**src/rtl/vec_mem_pkg.sv**
```systemverilog
// Shared types and default sizing for the vector memory address path.
package vec_mem_pkg;

    typedef enum logic [1:0] {
        IDLE   = 2'd0,
        ISSUE  = 2'd1,
        FINISH = 2'd2
    } vas_state_t;

    localparam int VAS_LANES_DEFAULT  = 16;
    localparam int VAS_ADDR_W_DEFAULT = 32;
    localparam int VAS_VLEN_W_DEFAULT = 8;

endpackage

```
**src/rtl/lane_offset_gen.sv**
```systemverilog
// Combinational lane address fan-out: lane k = beat_base + k*stride (mod 2**ADDR_W).
// k*stride is built from shifted copies of stride selected by the bits of k,
// so no multiplier appears on the path.
module lane_offset_gen
    import vec_mem_pkg::*;
#(
    parameter int ADDR_W = VAS_ADDR_W_DEFAULT,
    parameter int LANES  = VAS_LANES_DEFAULT
) (
    input  logic [ADDR_W-1:0]             beat_base,
    input  logic [ADDR_W-1:0]             stride,
    output logic [LANES-1:0][ADDR_W-1:0]  lane_addr
);

    localparam int LW = $clog2(LANES);

    for (genvar k = 0; k < LANES; k++) begin : g_lane
        localparam logic [LW-1:0] KIDX = LW'(k);
        logic [ADDR_W-1:0] off;

        // Shift-add of stride by the constant lane index, then offset from the beat base.
        always_comb begin
            off = '0;
            for (int j = 0; j < LW; j++) begin
                if (KIDX[j]) off = off + (stride << j);
            end
            lane_addr[k] = beat_base + off;
        end
    end

endmodule

```
**src/rtl/vector_address_sequencer.sv**
```systemverilog
// Turns one (base, stride, vlen) vector request into LANES-wide beats of lane
// addresses with a tail mask and valid/ready flow control. Outputs derive only
// from registered state, so they hold naturally under back-pressure.
module vector_address_sequencer
    import vec_mem_pkg::*;
#(
    parameter int ADDR_W = VAS_ADDR_W_DEFAULT,
    parameter int LANES  = VAS_LANES_DEFAULT,
    parameter int VLEN_W = VAS_VLEN_W_DEFAULT
) (
    input  logic                    clk,
    input  logic                    rst,
    input  logic                    start,
    input  logic [ADDR_W-1:0]       base,
    input  logic [ADDR_W-1:0]       stride,
    input  logic [VLEN_W-1:0]       vlen,
    output logic                    busy,
    output logic                    out_valid,
    input  logic                    out_ready,
    output logic [LANES*ADDR_W-1:0] addr,
    output logic [LANES-1:0]        lane_mask,
    output logic                    last,
    output logic                    done
);

    localparam int LW = $clog2(LANES);

    vas_state_t                   state, state_nxt;
    logic [ADDR_W-1:0]            beat_base;
    logic [ADDR_W-1:0]            stride_r;
    logic [VLEN_W-1:0]            remaining;
    logic                         handshake;
    logic                         tail;
    logic [LANES-1:0][ADDR_W-1:0] lane_addr;

    assign handshake = out_valid && out_ready;
    // Final beat once no more than one beat's worth of elements is left.
    assign tail      = (int'(remaining) <= LANES);

    // State register.
    always_ff @(posedge clk) begin
        if (rst) state <= IDLE;
        else     state <= state_nxt;
    end

    // Next-state: a zero-length request skips straight to FINISH so done still pulses.
    always_comb begin
        state_nxt = state;
        case (state)
            IDLE:    if (start) state_nxt = (vlen != '0) ? ISSUE : FINISH;
            ISSUE:   if (handshake && tail) state_nxt = FINISH;
            FINISH:  state_nxt = IDLE;
            default: state_nxt = IDLE;
        endcase
    end

    // FSM outputs; last is qualified by ISSUE so it reads 0 when idle or in reset.
    always_comb begin
        busy      = (state != IDLE);
        out_valid = (state == ISSUE);
        done      = (state == FINISH);
        last      = (state == ISSUE) && tail;
    end

    // Request latch and per-beat advance; the beat step is a shift since LANES is 2**LW.
    always_ff @(posedge clk) begin
        if (rst) begin
            beat_base <= '0;
            stride_r  <= '0;
            remaining <= '0;
        end else if (state == IDLE && start) begin
            beat_base <= base;
            stride_r  <= stride;
            remaining <= vlen;
        end else if (handshake) begin
            beat_base <= beat_base + (stride_r << LW);
            remaining <= tail ? '0 : remaining - VLEN_W'(LANES);
        end
    end

    // Tail mask: lane k carries an element while k is below the remaining count.
    always_comb begin
        lane_mask = '0;
        for (int k = 0; k < LANES; k++) begin
            lane_mask[k] = (state == ISSUE) && (k < int'(remaining));
        end
    end

    lane_offset_gen #(
        .ADDR_W (ADDR_W),
        .LANES  (LANES)
    ) u_lane_offset_gen (
        .beat_base (beat_base),
        .stride    (stride_r),
        .lane_addr (lane_addr)
    );

    assign addr = lane_addr;

endmodule

```
**config.mk**
```make
export PLATFORM = sky130hd
export DESIGN_NAME = vector_address_sequencer
export DESIGN_NICKNAME = d
export VERILOG_FILES = /design/src/rtl/vec_mem_pkg.sv /design/src/rtl/lane_offset_gen.sv /design/src/rtl/vector_address_sequencer.sv
export SDC_FILE = /design/constraint.sdc
export NUM_CORES = 2
export LEC_CHECK = 0
export CAP_MARGIN = 20
export CORE_UTILIZATION = 55
export CTS_BUF_LIST = sky130_fd_sc_hd__clkbuf_4 sky130_fd_sc_hd__clkbuf_8
export DETAILED_ROUTE_END_ITERATION = 8
export HOLD_SLACK_MARGIN = 0.02
export PLACE_DENSITY_LB_ADDON = 0.1
export SYNTH_ARGS = -nofsm -noshare
export SYNTH_HDL_FRONTEND = slang
export SYNTH_SLANG_ARGS = --single-unit
```
**constraint.sdc**
```tcl
create_clock -name clk -period 10 [get_ports clk]
set_input_delay 1.5 -clock clk [delete_from_list [all_inputs] [get_ports clk]]
set_output_delay 1.5 -clock clk [all_outputs]
set_load 0.01 [all_outputs]
```
== Word-level counts from Yosys, hierarchy flattened ==
Index checks and enable logic that the tools add are counted.
Storage, ports and cells
  output and inout port bits: 532
  logic and storage cells: 87
  register bits: 74
Cells by class
  reductions and logical operators: 25
  order comparisons: 17
  multiplexer cells: 9
  $add $sub $neg: 28
  eq/ne operators: 4
Operators by type and width (number)
  $add 32x32->32: 27
  $lt 4x8->1 const A: 8
  $mux 32: 2
  $lt 3x8->1 const A: 4
  $mux 8: 3
  $logic_and 1x1->1: 20
  $lt 1x8->1 const A: 2
  $lt 2x8->1 const A: 2
  $le 8x5->1 const B: 1
  $reduce_bool 8->1: 1
  $sub 8x5->8 const B: 1
  $mux 2: 3
  $pmux 2 s2: 1
  $reduce_bool 2->1: 2
  $eq 2x1->1 const B: 1
  $eq 2x2->1 const B: 1
  $logic_not 2->1: 1
  $ne 2x1->1 const B: 1
  $ne 2x2->1 const B: 1
  $reduce_and 2->1: 1

== Logic depth before layout (Yosys ltp) ==
  depth after elaboration: 5
  gate-level depth with buffers: 30
  gate-level depth less buffers: 30

== By module ==
Synthesis repeated with hierarchy kept, for this count alone.
Unflattened totals
  cells, all modules: 4671
  area total of the unflattened synthesis: 35166.2 µm²
By module, submodules not included
  lane_offset_gen: area an instance 30508.0 µm², cells each 4050, instances 1
  vector_address_sequencer: area an instance 4658.2 µm², cells each 621, instances 1

== Worst setup path after synthesis ==
No wires, ideal clock.
  path type: reg2out
  start: reg stride_r[1]
  end: out addr[511]
  path buffers: 0
  arrival time: 6870 ps
  data required time: 8500 ps
  stages on the path, launching flop included: 31
  setup slack: 1630 ps
  cells stage by stage: dfxtp_1 > ha_1 > fa_1 > a211oi_1 > o21ai_0 > a211oi_1 > nor2_1 > nor2_1 > a21oi_1 > nor2_1 > xnor2_1 > ha_1 > a21o_1 > a21o_1 > a21o_1 > a2111oi_0 > nor3_1 > a21oi_1 > a21boi_0 > o21a_1 > or2_2 > xnor2_1 > fa_1 > inv_1 > ha_1 > a21o_1 > a221o_1 > a31oi_1 > o21ai_0 > o41ai_1 > xnor2_1
Between the ends
  cells in the longest elaborated chain, start to end: 4
Ends and longest elaborated chain
  start: declaration: RTL line vector_address_sequencer.sv:30  | logic [ADDR_W-1:0] stride_r;
  start signal: assignment: RTL line vector_address_sequencer.sv:73  | stride_r <= stride;
  $add 32x32->32 (2 in series): RTL line lane_offset_gen.sv:25  | if (KIDX[j]) off = off + (stride << j);
  $add 32x32->32 *: RTL line lane_offset_gen.sv:25
  $add 32x32->32 *: RTL line lane_offset_gen.sv:27  | lane_addr[k] = beat_base + off;
  end: declaration: RTL line vector_address_sequencer.sv:20  | output logic [LANES*ADDR_W-1:0] addr,
Mark *: on every way between the ends. The rest lies on a longest branch, timed or not.

== Worst setup path after layout ==
  start: reg stride_r[1]
  end: out addr[509]
Same word-level chain as after synthesis.

==> results.sh <==
export IMPL_min_period_ps=9710
export IMPL_hold_slack_ps=537
export IMPL_ys_types=88
export IMPL_final_cells=6102
export IMPL_seqPwrFrac_pct=5.7
export IMPL_dieArea_sq_mm=0.0648
export IMPL_multiInputGateArea_sq_mm=0.0313
export IMPL_vdd_drop_max_uv=204
export IMPL_drc=0
export IMPL_ys_ff_latch=74
export IMPL_cts_buffers=9
export IMPL_maxSlewViolCount=0
export IMPL_ys_async_sr_fraction_pct=0
export IMPL_crit_path_max_incr_delay_ps=570
export IMPL_p_sw_share_pct=51.5
export IMPL_final_seq_area_sq_mm=0.00148
export IMPL_synth_top_cell_area_share_pct=20.0
export IMPL_clockBufferDepth=2
export IMPL_synth_seq_area_share_pct=4.22
export IMPL_yosysTopAreaCell="ha_1"
export IMPL_htree_levels=3
export IMPL_maxCapViolCount=0
export IMPL_routabilityCongestion=1.02
export IMPL_rows=92
export IMPL_core_area_sq_mm=0.0631
export IMPL_setup_viol=0
export IMPL_dieHeight_microns=255
export IMPL_cp_start_kind="flop"
export IMPL_grt_max_degree=75
export IMPL_p_per_area_mw_per_mm2=149
export IMPL_dr_pass1_iters=6
export IMPL_status="finished, final reports clean"
export IMPL_ys_top_cells_by_area="ha_1 20%, fa_1 12%, xnor2_1 8.9%"
export IMPL_clock_latency_ps=430
export IMPL_wl_per_cell_microns=21.4
export IMPL_io_pins=608
export IMPL_fmax_mhz=103
export IMPL_power_net_switching_mw=3.26
export IMPL_grt_pass1_wl_microns=195000
export IMPL_grt_util_all_layers_pct=39.2
export IMPL_yosysWarnings=0
export IMPL_cp_data_required_time_ps=8500
export IMPL_syn2layout_area_growth_pct=21.7
export IMPL_syn_area_per_cell_sq_um=7.56
export IMPL_syn_inst=4641
export IMPL_clock_skew_ps=19.0
export IMPL_vias=36846
export IMPL_hpwl_microns=110000
export IMPL_initial_utilization_pct=55.6
export IMPL_synthFlopType="dfxtp_1"
export IMPL_viasPerCell=6.04
export IMPL_drt_iter0_markers=3476
export IMPL_cts_tree="yes"
export IMPL_finalHoldViolCount=0
export IMPL_clkTransAtPathRegs_ps=100
export IMPL_critPathKind="reg -> out"
export IMPL_layout_nets=6095
export IMPL_slowest_stage="clkdlybuf4s50_1"
export IMPL_io_buffers=607
export IMPL_grt_setup_unrepaired="false"
export IMPL_crit_family="compound AO/OA/AOI/OAI gates"
export IMPL_p_int_mw=3.08
export IMPL_worst_slew_pin_slew_ps=961
export IMPL_p_comb_share_pct=89.6
export IMPL_power_leakage_nw=21.7
export IMPL_clock_sinks=74
export IMPL_die_width_microns=255
export IMPL_final_layout_size_suffix_gt1_share_pct=3.30
export IMPL_cts_root_buf="clkbuf_8"
export IMPL_wl_microns=131000
export IMPL_relSlewSlack_pct=35.7
export IMPL_first_global_vias=33287
export IMPL_antenna_found_initial=7
export IMPL_synth_edf_count=0
export IMPL_p_clk_share_pct=4.8
export IMPL_critPathMostFrequentCell="a21o_1"
export IMPL_cp_num_buf_inv=4
export IMPL_hold_buffers=0
export IMPL_fillers=5669
export IMPL_syn_cell_area_sq_mm=0.0351
export IMPL_ant_nets=0
export IMPL_path_max_fanout=6
export IMPL_cp_end_kind="output pin"
export IMPL_dpl_cell_count=6074
export IMPL_hp_class="reg -> reg"
export IMPL_min_period_over_period_pct=97.1
export IMPL_finalSetupTns_ps=0
export IMPL_globalRoute_totalOverflow=0
export IMPL_synth_nets=5495
export IMPL_arrival_ps=8210
## power groups by stage
stage	Sequential, mW	Clock, mW	Combinational [mW]
detailed placement	0.366	0	5.58
global route	0.362	0.314	6.11
global placement	0.365	0	5.53
floorplan	0.430	0	3.10
CTS	0.359	0.305	5.61
finish	0.360	0.302	5.68
## per-stage QoR
step	power [mW]	instance area (sq um)	util [%]	worst slack, ps
6_report	6.34	42700	67.6	292
5_1_grt	6.79	42700	67.6	1.77
4_1_cts	6.28	42600	67.5	9.50
3_5_place_dp	5.94	42300	67.1	259
3_3_place_gp	5.90	42300	67.1	373
2_1_floorplan	3.53	35100	-	1630
## worst paths after layout
check / slack [ps] / to / from / cells past startpoint
setup reg to reg: 5930 / beat_base[30] / beat_base[4] / 13
setup / recovery: 290 / addr[509] / stride_r[1] / 28
hold / removal: 540 / remaining[0] / remaining[0] / 2
hold reg to reg: 540 / remaining[0] / remaining[0] / 2
## worst reg2reg max path, delay by kind of cell (launching register included)
| family | cells | cell delay [ps] |
|---|---|---|
| AND/OR/NAND/NOR | 1 | 60 |
| flip-flops | 1 | 620 |
| XOR/XNOR | 1 | 100 |
| adder cells (fa/ha/maj) | 2 | 570 |
| buffers and inverters | 1 | 70 |
| AO/OA/AOI/OAI | 8 | 2540 |
## state kept, by name (all words and copies together) (netlist names)
signal and count:
state 2, beat_base 32, stride_r 32, remaining 8
## kinds of logic after synthesis
family	count (synthesis)	synth area share [%]
AOI/OAI and AO/OA	1444	26.9
and+or+nand+nor	1209	16.3
adders and majority gates	778	32.4
buffers and inverters	611	6.87
xor gates and xnor gates	515	13.0
DFF	74	4.22
muxes	10	0.289
## placed cells by master (no fill, tap or decap), types with 18 or more instances in the layout
cell,Yosys,layout
a211o_1,18,18
a211oi_1,50,48
a21boi_0,30,29
a21o_1,214,214
a21oi_1,456,455
a221oi_1,19,19
a311oi_1,19,19
a31oi_1,53,52
and2_1,29,30
and3_1,63,63
buf_4,30,78
clkdlybuf4s50_1,0,605
dfxtp_1,74,74
fa_1,217,217
ha_1,561,560
inv_1,515,515
nand2_1,320,320
nand2b_1,50,50
nand3_1,109,109
nand4_1,35,35
nor2_1,340,339
nor2b_1,59,59
nor3_1,108,108
o211ai_1,35,35
o21a_1,85,85
o21ai_0,225,222
o21bai_1,67,67
o31a_1,19,19
o31ai_1,18,18
or2_2,22,22
or3_1,28,28
xnor2_1,358,357
xor2_1,153,151
## final cells by class
class                   instances  share of cell area, %
clock buffers                  12                  0.372
multi-input cells            3956                   73.3
well taps                     846                   2.48
repair buffers                685                   15.6
clock inverters                 4                  0.173
diodes                         10                 0.0586
flip-flops and latches         74                   3.47
inverters                     515                   4.53
## per-layer routing
metal	GRT usage [%]	routed length, microns	share of wire [%]
met5	0	0	0
met4	20.2	7130	5.5
met3	5.76	10500	8.0
met2	62.3	58100	45
met1	51.5	54800	42
## timing repair
action | CTS | global route
buffers inserted | 1 | 1
gates resized for setup | 6 | 17
pin swaps | 2 | 3
setup endpoints to repair | 2 | 9
## synthesized netlist by cell type, types with 9 or more instances
master and count:
o31a_1 19, a21oi_1 456, a21o_1 214, a21boi_0 30
mux2i_1 9, and3_1 63, nor2_1 340, a311oi_1 19
and2_1 29, a221oi_1 19, ha_1 561, o21ai_0 225
nor4_1 11, xor2_1 153, a31oi_1 53, o21bai_1 67
o31ai_1 18, a311o_1 9, nor3_1 108, nand2b_1 50
xnor2_1 358, a31o_2 14, dfxtp_1 74, or3_1 28
a211o_1 18, or2_2 22, fa_1 217, inv_1 515
nor3b_1 9, nand2_1 320, a41oi_1 10, a211oi_1 50
buf_4 30, nand3_1 109, a2111oi_0 9, o21a_1 85
clkbuf_1 60, nor2b_1 59, nand4_1 35, o211ai_1 35
Power figures use the tool's default switching activity.
